### src/rtl/axi_lite_adc_regs.sv
// rtl/axi_lite_adc_regs.sv - AXI4-Lite control/status registers for the AD9643 capture path (optional irq: AXI_LITE_ADC_REGS_IRQ_EN)
module axi_lite_adc_regs #(
  parameter int C_S_AXI_DATA_WIDTH = 32,
  parameter int C_S_AXI_ADDR_WIDTH = 6,
  parameter int NUM_CH             = 2,
  parameter int CNT_W              = 16,
  parameter int RST_PULSE          = 4
) (
  input  logic                            s_axi_aclk,
  input  logic                            s_axi_areset,
  input  logic [NUM_CH-1:0]               adc_or,
  output logic [NUM_CH-1:0]               data_en,
  output logic                            delay_rst,
`ifdef AXI_LITE_ADC_REGS_IRQ_EN
  output logic                            irq,
`endif
  input  logic [C_S_AXI_ADDR_WIDTH-1:0]   s_axi_awaddr,
  input  logic [2:0]                      s_axi_awprot,
  input  logic                            s_axi_awvalid,
  output logic                            s_axi_awready,
  input  logic [C_S_AXI_DATA_WIDTH-1:0]   s_axi_wdata,
  input  logic [C_S_AXI_DATA_WIDTH/8-1:0] s_axi_wstrb,
  input  logic                            s_axi_wvalid,
  output logic                            s_axi_wready,
  output logic [1:0]                      s_axi_bresp,
  output logic                            s_axi_bvalid,
  input  logic                            s_axi_bready,
  input  logic [C_S_AXI_ADDR_WIDTH-1:0]   s_axi_araddr,
  input  logic [2:0]                      s_axi_arprot,
  input  logic                            s_axi_arvalid,
  output logic                            s_axi_arready,
  output logic [C_S_AXI_DATA_WIDTH-1:0]   s_axi_rdata,
  output logic [1:0]                      s_axi_rresp,
  output logic                            s_axi_rvalid,
  input  logic                            s_axi_rready
);

  localparam int DW  = C_S_AXI_DATA_WIDTH;
  localparam int AW  = C_S_AXI_ADDR_WIDTH;
  localparam int IW  = AW - 2;
  localparam int RCW = $clog2(RST_PULSE + 1);
  localparam logic [CNT_W-1:0] CNT_MAX = '1;
  localparam logic [1:0] RESP_OKAY   = 2'b00;
  localparam logic [1:0] RESP_SLVERR = 2'b10;

  // write holding slots
  logic              aw_full;
  logic              w_full;
  logic [IW-1:0]     aw_idx;
  logic [DW-1:0]     w_data;
  logic [DW/8-1:0]   w_strb;
  logic [DW-1:0]     wmask;

  // write decode
  logic              wr_fire;
  logic              wr_ctrl;
  logic              wr_status;
  logic              wr_sticky;
  logic              wr_mask_sel;
  logic [NUM_CH-1:0] wr_cnt_sel;
  logic [NUM_CH-1:0] wr_cnt_clr;
  logic              wr_hit;
  logic              rst_trig;

  // read decode
  logic [IW-1:0]     ar_idx;
  logic [DW-1:0]     rd_data;
  logic [1:0]        rd_resp;

  // overrange path and registers
  logic [NUM_CH-1:0] or_s1;
  logic [NUM_CH-1:0] or_s2;
  logic [NUM_CH-1:0] or_d;
  logic [NUM_CH-1:0] rise;
  logic [NUM_CH-1:0] or_sticky;
  logic [NUM_CH-1:0] sticky_clr;
  logic [CNT_W-1:0]  or_cnt [NUM_CH];
  logic [RCW-1:0]    rst_cnt;
  logic [RCW-1:0]    rst_cnt_nxt;
`ifdef AXI_LITE_ADC_REGS_IRQ_EN
  logic [NUM_CH-1:0] irq_mask;
`endif

  logic unused_inputs;
  assign unused_inputs = ^{s_axi_awprot, s_axi_arprot, s_axi_awaddr[1:0],
                           s_axi_araddr[1:0], w_data, wmask};

  assign ar_idx  = s_axi_araddr[AW-1:2];
  assign wr_fire = aw_full & w_full & ~s_axi_bvalid;
  assign rise    = or_s2 & ~or_d;

  // Expand byte strobes into a bit mask for the held write data
  always_comb begin
    wmask = '0;
    for (int b = 0; b < DW/8; b++) begin
      wmask[b*8 +: 8] = {8{w_strb[b]}};
    end
  end

  // Decode the held write address; only meaningful while wr_fire is high
  always_comb begin
    wr_ctrl     = wr_fire && (aw_idx == IW'(0));
    wr_status   = wr_fire && (aw_idx == IW'(1));
    wr_sticky   = wr_fire && (aw_idx == IW'(2));
`ifdef AXI_LITE_ADC_REGS_IRQ_EN
    wr_mask_sel = wr_fire && (aw_idx == IW'(3));
`else
    wr_mask_sel = 1'b0;
`endif
    wr_cnt_sel  = '0;
    wr_cnt_clr  = '0;
    for (int c = 0; c < NUM_CH; c++) begin
      if (wr_fire && (aw_idx == IW'(4 + c))) begin
        wr_cnt_sel[c] = 1'b1;
        wr_cnt_clr[c] = |w_strb;
      end
    end
    wr_hit     = wr_ctrl | wr_status | wr_sticky | wr_mask_sel | (|wr_cnt_sel);
    rst_trig   = wr_ctrl && w_strb[2] && w_data[16];
    sticky_clr = wr_sticky ? (w_data[NUM_CH-1:0] & wmask[NUM_CH-1:0]) : '0;
  end

  // Read mux, sampled into rdata on the AR handshake so reads see pre-write values
  always_comb begin
    rd_data = '0;
    rd_resp = RESP_OKAY;
    if (ar_idx == IW'(0)) begin
      rd_data[NUM_CH-1:0] = data_en;
      rd_data[16]         = delay_rst;
    end else if (ar_idx == IW'(1)) begin
      rd_data[NUM_CH-1:0] = or_s2;
    end else if (ar_idx == IW'(2)) begin
      rd_data[NUM_CH-1:0] = or_sticky;
`ifdef AXI_LITE_ADC_REGS_IRQ_EN
    end else if (ar_idx == IW'(3)) begin
      rd_data[NUM_CH-1:0] = irq_mask;
`endif
    end else begin
      rd_resp = RESP_SLVERR;
      for (int c = 0; c < NUM_CH; c++) begin
        if (ar_idx == IW'(4 + c)) begin
          rd_resp            = RESP_OKAY;
          rd_data[CNT_W-1:0] = or_cnt[c];
        end
      end
    end
  end

  // Down-counter behind delay_rst; a re-trigger reloads the full length
  always_comb begin
    rst_cnt_nxt = rst_cnt;
    if (rst_trig) begin
      rst_cnt_nxt = RCW'(RST_PULSE);
    end else if (rst_cnt != '0) begin
      rst_cnt_nxt = rst_cnt - RCW'(1);
    end
  end

  // AW slot: one-cycle awready pulse, slot held until the B handshake
  always_ff @(posedge s_axi_aclk or posedge s_axi_areset) begin
    if (s_axi_areset) begin
      s_axi_awready <= 1'b0;
      aw_full       <= 1'b0;
      aw_idx        <= '0;
    end else begin
      s_axi_awready <= 1'b0;
      if (s_axi_awvalid && s_axi_awready) begin
        aw_full <= 1'b1;
        aw_idx  <= s_axi_awaddr[AW-1:2];
      end else if (s_axi_awvalid && !s_axi_awready && !aw_full && !s_axi_bvalid) begin
        s_axi_awready <= 1'b1;
      end
      if (s_axi_bvalid && s_axi_bready) begin
        aw_full <= 1'b0;
      end
    end
  end

  // W slot: accepted independently of AW, same release rule
  always_ff @(posedge s_axi_aclk or posedge s_axi_areset) begin
    if (s_axi_areset) begin
      s_axi_wready <= 1'b0;
      w_full       <= 1'b0;
      w_data       <= '0;
      w_strb       <= '0;
    end else begin
      s_axi_wready <= 1'b0;
      if (s_axi_wvalid && s_axi_wready) begin
        w_full <= 1'b1;
        w_data <= s_axi_wdata;
        w_strb <= s_axi_wstrb;
      end else if (s_axi_wvalid && !s_axi_wready && !w_full && !s_axi_bvalid) begin
        s_axi_wready <= 1'b1;
      end
      if (s_axi_bvalid && s_axi_bready) begin
        w_full <= 1'b0;
      end
    end
  end

  // B channel: response raised in the register-update cycle, held until bready
  always_ff @(posedge s_axi_aclk or posedge s_axi_areset) begin
    if (s_axi_areset) begin
      s_axi_bvalid <= 1'b0;
      s_axi_bresp  <= RESP_OKAY;
    end else if (wr_fire) begin
      s_axi_bvalid <= 1'b1;
      s_axi_bresp  <= wr_hit ? RESP_OKAY : RESP_SLVERR;
    end else if (s_axi_bvalid && s_axi_bready) begin
      s_axi_bvalid <= 1'b0;
    end
  end

  // AR/R channel: arready pulse, then data registered with rvalid until rready
  always_ff @(posedge s_axi_aclk or posedge s_axi_areset) begin
    if (s_axi_areset) begin
      s_axi_arready <= 1'b0;
      s_axi_rvalid  <= 1'b0;
      s_axi_rdata   <= '0;
      s_axi_rresp   <= RESP_OKAY;
    end else begin
      s_axi_arready <= 1'b0;
      if (s_axi_rvalid && s_axi_rready) begin
        s_axi_rvalid <= 1'b0;
      end
      if (s_axi_arvalid && s_axi_arready) begin
        s_axi_rvalid <= 1'b1;
        s_axi_rdata  <= rd_data;
        s_axi_rresp  <= rd_resp;
      end else if (s_axi_arvalid && !s_axi_arready && !s_axi_rvalid) begin
        s_axi_arready <= 1'b1;
      end
    end
  end

  // Two-flop synchroniser plus delayed copy for rising-edge detection
  always_ff @(posedge s_axi_aclk or posedge s_axi_areset) begin
    if (s_axi_areset) begin
      or_s1 <= '0;
      or_s2 <= '0;
      or_d  <= '0;
    end else begin
      or_s1 <= adc_or;
      or_s2 <= or_s1;
      or_d  <= or_s2;
    end
  end

  // CTRL enables, delay_rst pulse and sticky flags (a new edge beats a W1C)
  always_ff @(posedge s_axi_aclk or posedge s_axi_areset) begin
    if (s_axi_areset) begin
      data_en   <= '0;
      rst_cnt   <= '0;
      delay_rst <= 1'b0;
      or_sticky <= '0;
    end else begin
      if (wr_ctrl) begin
        data_en <= (data_en & ~wmask[NUM_CH-1:0]) | (w_data[NUM_CH-1:0] & wmask[NUM_CH-1:0]);
      end
      rst_cnt   <= rst_cnt_nxt;
      delay_rst <= (rst_cnt_nxt != '0);
      or_sticky <= (or_sticky & ~sticky_clr) | rise;
    end
  end

  // Saturating edge counters; an edge coinciding with a clear counts as one
  always_ff @(posedge s_axi_aclk or posedge s_axi_areset) begin
    if (s_axi_areset) begin
      for (int c = 0; c < NUM_CH; c++) begin
        or_cnt[c] <= '0;
      end
    end else begin
      for (int c = 0; c < NUM_CH; c++) begin
        if (wr_cnt_clr[c]) begin
          or_cnt[c] <= rise[c] ? CNT_W'(1) : '0;
        end else if (rise[c] && (or_cnt[c] != CNT_MAX)) begin
          or_cnt[c] <= or_cnt[c] + CNT_W'(1);
        end
      end
    end
  end

`ifdef AXI_LITE_ADC_REGS_IRQ_EN
  // Interrupt mask and registered interrupt output
  always_ff @(posedge s_axi_aclk or posedge s_axi_areset) begin
    if (s_axi_areset) begin
      irq_mask <= '0;
      irq      <= 1'b0;
    end else begin
      if (wr_mask_sel) begin
        irq_mask <= (irq_mask & ~wmask[NUM_CH-1:0]) | (w_data[NUM_CH-1:0] & wmask[NUM_CH-1:0]);
      end
      irq <= |(or_sticky & irq_mask);
    end
  end
`endif

endmodule

### config.mk
export PLATFORM = sky130hd
export DESIGN_NAME = axi_lite_adc_regs
export DESIGN_NICKNAME = d
export VERILOG_FILES = /design/src/rtl/axi_lite_adc_regs.sv
export SDC_FILE = /design/constraint.sdc
export NUM_CORES = 1
export LEC_CHECK = 0
export CAP_MARGIN = 5
export CORE_ASPECT_RATIO = 1.1
export CORE_MARGIN = 4
export CORE_UTILIZATION = 50
export DETAILED_ROUTE_END_ITERATION = 8
export GPL_TIMING_DRIVEN = 0
export PLACE_DENSITY = 0.81
export SYNTH_ARGS = -nofsm -noshare
export SYNTH_HDL_FRONTEND = slang
export SYNTH_SLANG_ARGS = --single-unit
### constraint.sdc
create_clock -name s_axi_aclk -period 4.1 [get_ports s_axi_aclk]
set_input_delay 0.41 -clock s_axi_aclk [delete_from_list [all_inputs] [get_ports s_axi_aclk]]
set_output_delay 0.41 -clock s_axi_aclk [all_outputs]
set_load 0.02 [all_outputs]
==> flow_metrics.tcl, run 1 <==
set metrics [dict create \
    status "completed" \
    setup_violations 0 \
    final_cells 619 \
    worstReg2RegEnd "or_cnt[9]" \
    first_pass_iters 5 \
    initialDrtViolationCount 249 \
    core_um2 8360 \
    cp.arrival_ns 2.35 \
    synth_area_leaders "dfrtp_1 48%, nand2_1 4.7%, buf_4 3.5%" \
    cts_tree "done" \
    rr_startpoint "or_cnt[0]" \
    gr-usage-all-layers_pct 20.2 \
    dp_slack_ns 1.71 \
    dp.cells 603 \
    cts.clk_slew.worst_paths_ns 0.09 \
    yosysWarnings 0 \
    slew_viol_final 0 \
    fin_nets 571 \
    p_per_area_nw_per_um2 465 \
    drc 0 \
    layout_setup_ws_ns 2.03 \
    tightest_slew_ns 0.586 \
    max_freq_ghz 0.483 \
    grt_max_degree 74 \
    critPathMaxFanout 10 \
    synthDistinctLibCells 63 \
    leakagePower_nw 2.17 \
    antenna_found_initial 0 \
    period_minus_slack_ns 2.07 \
    cts_htree_levels 3 \
    cap_violations 0 \
    hold_violations 0 \
    portBuffers 50 \
    overflow 0 \
    diodes 0 \
    synth_cells 425 \
    cts-hold-fix-buffers 0 \
    layout-drive-gt1-share_pct 14.2 \
    period_share_pct 50.5 \
    synth_edf_count 0 \
    fin_tns_setup_ns 0 \
    synth-seq-cells 83 \
    cts_buffers 9 \
    r2r_setup_slack_ns 2.06 \
    cts.repair.resized 0 \
    synthTopCellsByCount "83 x dfrtp_1, 54 x nand2_1, 29 x a21oi_1, 26 x o21ai_0, 20 x buf_4" \
    syn_to_final_growth_pct 21.7 \
    wl_per_cell_um 15.7 \
    gp_congestion 0.857 \
    cts_num_sinks 83 \
    avgViaCountPerCell 5.81 \
    rsz0062_at_grt "no" \
    grt_pass1_wl_mm 16.1 \
    critPathKind "input pin to register" \
    vias 3594 \
    dieHeight_um 105 \
    fin_util_pct 62.4 \
    dp_hpwl_mm 7.19 \
    synth_top_flop_cell "dfrtp_1" \
    num_rows 35 \
    min_path_type "input pin to asynchronous set/reset pin" \
    clock_skew_ns 0.0127 \
    yosys.cell_count.top_type "dfrtp_1" \
    slew_headroom_pct 60.8 \
    die_area_um2 10100 \
    crit_start "s_axi_araddr[2]" \
    clk_latency_ns 0.36 \
    async_flop_share_pct 100 \
    vdd_drop_max_mv 0.386 \
    cp_slowest_stage_delay_ns 0.62 \
    total_power_mw 2.43 \
    postCtsSetupRepairBufs 0 \
    yosysTopAreaCellShare_pct 48.4 \
    grt_pass1_vias 3407 \
    io_pins 107 \
    crit_chain "clkdlybuf4s50_1, clkbuf_1, nor4b_2, buf_2, a22oi_1, o21ai_0" \
    synth_area_um2 4290 \
    cp_slowest_cell "nor4b_2" \
    yosys.area.top_type "dfrtp_1" \
    r2r_cells 6 \
    start_util_pct 51.3 \
    cp-end-kind "register" \
    setup.worst_path.end "s_axi_rdata[3]" \
    required_ns 4.38 \
    ctsLongestPathBuffers 2 \
    cts-root-buf "clkbuf_8" \
    start_kind "input pin" \
    antenna_left 0 \
    fp.dieW_um 96.3 \
    avgSynthCellArea_um2 10.1 \
    routed_wl_mm 9.72 \
    seq_area_frac_synth_pct 48.4 \
]
[routing by layer]
layer | wire length [um] | share of wire (%) | GRT usage, % | vias to the layer above
li1 | - | - | - | 1704
met1 | 4240 | 44 | 26.6 | 1732
met2 | 4700 | 48 | 32.4 | 137
met3 | 629 | 6.5 | 5.11 | 21
met4 | 155 | 1.6 | 6.31 | 0
met5 | 0 | 0 | 0 | -
[worst max-delay path: cells and delay by family]
kind / cells / cell delay, ns
AND/OR/NAND/NOR: 1 / 0.62
buffers and inverters: 3 / 1.00
AO/OA/AOI/OAI: 2 / 0.32
[worst min path at each step]
stage	startpoint	to	slack [ns]
2_1_floorplan	or_s1[0]	or_s2[0]	0.33
3_3_place_gp	or_s1[1]	or_s2[1]	0.33
3_5_place_dp	or_s1[0]	or_s2[0]	0.33
4_1_cts	s_axi_areset	or_s2[0]	0.29
5_1_grt	s_axi_areset	aw_idx[3]	0.30
6_report	s_axi_areset	or_s2[0]	0.29
[per-stage QoR]
step,hold slack [ns],instance area [um^2]
after global routing,0.300,5220
after global placement,0.333,4990
after floorplan,0.331,4350
final,0.287,5220
after detailed placement,0.335,5020
after CTS,0.287,5220
[where the power goes]
| part | total [mW] | switching, mW | internal (mW) |
|---|---|---|---|
| Combinational | 0.649 | 0.327 | 0.322 |
| Clock | 0.605 | 0.305 | 0.300 |
| Sequential | 1.17 | 0.185 | 0.987 |
[layout by cell type (no fill, tap or decap), types with 4 or more instances in the layout]
master           instances
and3_1                   5
or4_1                    7
or3_1                    4
clkbuf_8                10
mux2_2                  13
o41ai_1                  4
o31ai_1                  6
o21ai_0                 26
a22oi_1                 14
buf_4                   20
dfrtp_1                 83
nand4_1                  9
or2_2                    6
nor2_1                  11
clkdlybuf4s50_1         50
nor3_1                   6
o311ai_0                 4
conb_1                  17
nand2_1                 54
nand3_1                 12
mux2i_1                  9
inv_1                   10
a21oi_1                 29
nand2b_1                 9
ha_1                     5
clkbuf_1                10
nor3b_1                  5
[final cells by class]
| class | instances | area (um^2) |
|---|---|---|
| multi-input combinational | 314 | 2020 |
| sequential | 83 | 2080 |
| clock inverter | 5 | 61.3 |
| fill | 663 | 3140 |
| tap | 111 | 139 |
| clock buffer | 11 | 141 |
| buffer | 33 | 210 |
| inverter | 11 | 43.8 |
| timing repair buffer | 51 | 528 |
[flip-flops by register name (all words and copies together) (netlist names), 2 cells and up, named ones only]
register     cells
or_cnt          32
s_axi_rdata     17
aw_idx           4
w_strb           4
rst_cnt          3
w_data           3
or_d             2
or_s1            2
or_s2            2
or_sticky        2
[cell families after synthesis]
logic type | synth area share [%]
flops | 48.4
buf+inv | 5.86
other cells | 0.0875
compound gates | 16.4
xor+xnor | 0.204
fa+ha+maj | 1.46
mux | 5.52
simple gates | 22.0
No activity file was read; power rests on OpenSTA's default activity.
==> run 2, diff against run 1 <==
==> constraint.sdc (replaced) <==
create_clock -name s_axi_aclk -period 2.1 [get_ports s_axi_aclk]
set_input_delay 0.21 -clock s_axi_aclk [delete_from_list [all_inputs] [get_ports s_axi_aclk]]
set_output_delay 0.21 -clock s_axi_aclk [all_outputs]
set_load 0.02 [all_outputs]
==> run 2 against run 1 <==
Against the previous run:
- global-route usage increased by 0.72 points
- via count increased by 1.4%
- critical endpoint is now or_cnt[15]
- final area decreased by 0.36%
- largest cell class unchanged
==> flow_metrics.tcl, run 2 (synthesis gave the netlist of run 1 again) <==
set metrics [dict create \
    syn_to_final_growth_pct 21.3 \
    grt_pass1_wl_mm 16.6 \
    largest-register "or_cnt" \
    io_pins 107 \
    largest_register_ff_count 32 \
    layout-drive-gt1-share_pct 14.4 \
    period_minus_slack_ns 2.00 \
    p_sw_share_pct 35.5 \
    slew_headroom_pct 40.7 \
    grt_pass1_vias 3458 \
    comb_power_share_pct 27.3 \
    first_pass_iters 5 \
    cts-root-buf "clkbuf_8" \
    rsz0062_at_grt "no" \
    start_util_pct 51.3 \
    num_rows 35 \
    gr-usage-all-layers_pct 20.9 \
    antenna_left 0 \
    routed_wl_mm 10.2 \
    vias 3646 \
    cap_violations 0 \
    ctsLongestPathBuffers 2 \
    vdd_drop_max_mv 0.815 \
    clk_latency_ns 0.37 \
    start_kind "register" \
    status "completed" \
    wirelength_met1_mm 4.33 \
    antenna_found_initial 0 \
    final_cell_mix "83 x dfrtp_1, 54 x nand2_1, 50 x clkdlybuf4s50_1, 29 x a21oi_1, 26 x o21ai_0" \
    clock_skew_ns 0.0137 \
    reg_top3 "or_cnt x32, s_axi_rdata x17" \
    power.switching_mw 1.67 \
    setup_violations 0 \
    core_um2 8360 \
    top_layer "met4" \
    grt_max_degree 44 \
    max_freq_ghz 0.500 \
    dieHeight_um 105 \
    cts_htree_levels 3 \
    holdWs_ns 0.276 \
    met3_length_um 707 \
    min_delay_path_depth 1 \
    postCtsSetupRepairBufs 0 \
    initialDrtViolationCount 274 \
    portBuffers 50 \
    cts-hold-fix-buffers 0 \
    overflow 0 \
    cts_buffers 9 \
    layout_commonest_cell "dfrtp_1" \
    tightest_slew_ns 0.888 \
    cts.clk_slew.worst_paths_ns 0.10 \
    p_per_area_nw_per_um2 905 \
    die_area_um2 10100 \
    required_ns 2.34 \
    cts_num_sinks 83 \
    fin_nets 571 \
    slew_viol_final 0 \
    fin_util_pct 62.2 \
    cp.arrival_ns 2.24 \
    intPower_mw 3.04 \
    period_share_pct 95.2 \
    worstReg2RegEnd "or_cnt[15]" \
    fp.dieW_um 96.3 \
    drc 0 \
    gp_congestion 0.910 \
    power.share.clock_pct 24.3 \
    cts.repair.resized 0 \
    rr_startpoint "or_cnt[0]" \
    min_path_type "input pin to register" \
    leakagePower_nw 2.16 \
    wl_per_cell_um 16.5 \
    r2r_setup_slack_ns 0.10 \
    hold_start "adc_or[0]" \
    r2r_cells 6 \
    diodes 0 \
    wl_met2_mm 4.94 \
    cts_tree "done" \
    holdPathEnd "or_s1[0]" \
    avgViaCountPerCell 5.89 \
    hold_violations 0 \
    dp_hpwl_mm 7.34 \
    critPathMaxFanout 10 \
    cp-end-kind "register" \
    p_seq_share_pct 48.4 \
    critPathKind "register to register" \
]
## run 2: layout make-up
cell class	count	area [um^2]
fillers	672	3160
clock inverters	6	52.6
multi-input cells	314	2020
repair buffers	51	520
plain buffers	33	210
well taps	111	139
clock buffers	10	138
flip-flops and latches	83	2080
inverters	11	45.0
## run 2: how the worst max path moves through the flow
stage,startpoint,endpoint,slack [ns],cells after the start
after floorplan,or_cnt[0],or_cnt[9],0.31,6
after global placement,s_axi_araddr[2],s_axi_rdata[2],-0.02,6
after detailed placement,s_axi_araddr[2],s_axi_rdata[2],-0.08,6
after CTS,or_cnt[0],or_cnt[9],0.12,6
after global routing,or_cnt[0],or_cnt[15],0.01,6
final,or_cnt[0],or_cnt[15],0.10,6
## run 2: critical path, stage by stage (launching register included)
cell and delay, ns:
dfrtp_1 0.44, ha_1 0.23, and3_1 0.24, and4bb_2 0.30, buf_4 0.19, o311ai_0 0.34
o41ai_1 0.14
## run 2: layer usage
metal,GRT usage [%],up-vias
met1,27.7,1748
met4,7.41,0
met2,33.7,168
li1,-,1708
met5,0,-
met3,4.39,22
## run 2: through the flow
stage / TNS (ns) / cell area [um^2] / cells / power (mW) / setup slack, ns
CTS: 0 / 5200 / 619 / 4.73 / 0.120
global placement: -0.0304 / 4990 / 602 / 3.51 / -0.0177
detailed placement: -0.476 / 5010 / 603 / 3.58 / -0.0830
floorplan: 0 / 4350 / 441 / 3.10 / 0.313
global route: 0 / 5200 / 619 / 4.97 / 0.0147
finish: 0 / 5200 / 619 / 4.71 / 0.102
## run 2: power by group through the flow
stage / clock network [mW] / registers, mW / logic (mW)
final: 1.14 / 2.28 / 1.29
after global routing: 1.22 / 2.33 / 1.42
after CTS: 1.16 / 2.27 / 1.29
after detailed placement: 0 / 2.30 / 1.27
after global placement: 0 / 2.29 / 1.22
after floorplan: 0 / 2.30 / 0.798
==> run 3, diff against run 2 <==
--- a/config.mk
+++ b/config.mk
@@ -9,9 +9,11 @@
 export CORE_ASPECT_RATIO = 1.1
 export CORE_MARGIN = 4
 export CORE_UTILIZATION = 50
+export CTS_CLUSTER_SIZE = 14
 export DETAILED_ROUTE_END_ITERATION = 8
 export GPL_TIMING_DRIVEN = 0
 export PLACE_DENSITY = 0.81
+export SLEW_MARGIN = 20
 export SYNTH_ARGS = -nofsm -noshare
 export SYNTH_HDL_FRONTEND = slang
 export SYNTH_SLANG_ARGS = --single-unit
==> run 3 against run 2 <==
Against the previous run:
- first-iteration DRC count decreased by 40%
- clock skew decreased by 0.0036 ns
- sequential cell count unchanged
- routed wire length decreased by 2.9%
- critical path depth unchanged
- largest cell class unchanged
==> flow_metrics.tcl, run 3 (synthesis gave the netlist of run 1 again) <==
set metrics [dict create \
    status "completed" \
    postCtsSetupRepairBufs 0 \
    p_sw_share_pct 34.6 \
    regArea_um2 2080 \
    required_ns 2.33 \
    first_pass_iters 5 \
    cap_violations 0 \
    slew_viol_final 0 \
    portBuffers 50 \
    largest-register "or_cnt" \
    overflow 0 \
    p_seq_share_pct 49.3 \
    vdd_drop_max_mv 0.756 \
    cp.arrival_ns 2.23 \
    core_um2 8360 \
    max_freq_ghz 0.501 \
    gr-usage-all-layers_pct 20.0 \
    avgViaCountPerCell 5.73 \
    num_rows 35 \
    antenna_left 0 \
    clk_latency_ns 0.36 \
    rsz0062_at_grt "no" \
    min_path_type "input pin to asynchronous set/reset pin" \
    vias 3549 \
    hold_violations 0 \
    cts.clk_slew.worst_paths_ns 0.09 \
    initialDrtViolationCount 165 \
    cts.repair.resized 0 \
    fp.dieW_um 96.3 \
    final_cell_mix "83 x dfrtp_1, 54 x nand2_1, 50 x clkdlybuf4s50_1, 29 x a21oi_1, 26 x o21ai_0" \
    grt_use_met2_pct 32.2 \
    io_pins 107 \
    dieHeight_um 105 \
    antenna_found_initial 0 \
    cts_buffers 9 \
    use_met3_pct 4.68 \
    die_area_um2 10100 \
    dpl_cell_area_um2 5030 \
    layout-drive-gt1-share_pct 14.4 \
    cts_num_sinks 83 \
    grt_max_degree 33 \
    dp_slack_ns -0.0799 \
    wl_per_cell_um 16.0 \
    multi_input_comb_area_um2 2020 \
    cts_tree "done" \
    intPower_mw 3.02 \
    busiest_layer "met2" \
    critPathKind "register to register" \
    fin_tns_setup_ns 0 \
    clock_skew_ns 0.0101 \
    cts_htree_levels 3 \
    period_minus_slack_ns 2.00 \
    setup_violations 0 \
    start_kind "register" \
    syn_to_final_growth_pct 21.4 \
    tightest_slew_ns 0.549 \
    dp.cells 604 \
    reg_top3 "or_cnt x32, s_axi_rdata x17" \
    comb_power_share_pct 27.6 \
    slew_headroom_pct 62.4 \
    fin_util_pct 62.2 \
    ctsLongestPathBuffers 2 \
    postLayoutCellArea_um2 5210 \
    final_cells 619 \
    leakagePower_nw 2.16 \
    grtUsageMet1_pct 25.5 \
    power.switching_mw 1.60 \
    p_per_area_nw_per_um2 886 \
    routed_wl_mm 9.90 \
    cp-end-kind "register" \
    cts-hold-fix-buffers 0 \
    cts-root-buf "clkbuf_8" \
    dp_hpwl_mm 7.30 \
    grt_pass1_wl_mm 16.0 \
    grt_pass1_vias 3484 \
    fin_nets 572 \
    drc 0 \
    start_util_pct 51.3 \
    period_share_pct 95.0 \
    critPathMaxFanout 10 \
    power.share.clock_pct 23.0 \
    num-fill-cells 662 \
    largest_register_ff_count 32 \
    gp_congestion 0.910 \
    layout_commonest_cell "dfrtp_1" \
    diodes 0 \
    layout_setup_ws_ns 0.105 \
]
==> run 3: cell count changes in the layout (fill, tap and decap cells not counted), sizes merged <==
cell,delta
inv,-3
clkinv,+2
buf,+1
==> run 3: power by group through the flow <==
stage          Sequential, mW  Combinational [mW]  Clock, mW
2_1_floorplan            2.30               0.798          0
3_3_place_gp             2.29                1.22          0
3_5_place_dp             2.30                1.28          0
4_1_cts                  2.27                1.29       1.09
5_1_grt                  2.34                1.41       1.14
6_report                 2.28                1.28       1.06
==> run 3: worst max-delay path: stages (launching register included) <==
cell,delay (ns)
dfrtp_1,0.43
ha_1,0.23
and3_1,0.24
and4bb_2,0.31
buf_4,0.19
o311ai_0,0.34
o41ai_1,0.13
==> run 3: path summary, 6_finish.rpt <==
| kind | startpoint | end | slack, ns | depth (start not counted) |
|---|---|---|---|---|
| setup reg to reg | or_cnt[0] | or_cnt[15] | 0.10 | 6 |
| hold reg to reg | or_s1[1] | or_s2[1] | 0.35 | 0 |
| max in group asynchronous | s_axi_areset | or_sticky[1] | 1.14 | 4 |
| hold / removal | s_axi_areset | or_s2[0] | 0.22 | 2 |
| min in group s_axi_aclk | adc_or[0] | or_s1[0] | 0.29 | 1 |
| setup / recovery | or_cnt[0] | or_cnt[15] | 0.10 | 6 |
==> run 3: final cells by class <==
type	count	share of cell area (%)
multi-input cells	314	38.8
clock buffers	10	2.64
plain buffers	33	4.04
flip-flops and latches	83	39.9
inverters	11	0.865
repair buffers	52	10.4
well taps	111	2.67
clock inverters	5	0.721
==> run 3: stage by stage <==
stage	hold slack, ns	power [mW]
floorplan	0.241	3.10
detailed placement	0.336	3.57
global route	0.251	4.89
CTS	0.212	4.64
finish	0.216	4.61
global placement	0.333	3.51
==> run 3: layer usage <==
| layer | part of all wire, % | vias to the layer above |
|---|---|---|
| met5 | 0 | - |
| met4 | 2.3 | 0 |
| met3 | 7.6 | 20 |
| met2 | 48 | 136 |
| met1 | 43 | 1688 |
| li1 | - | 1705 |
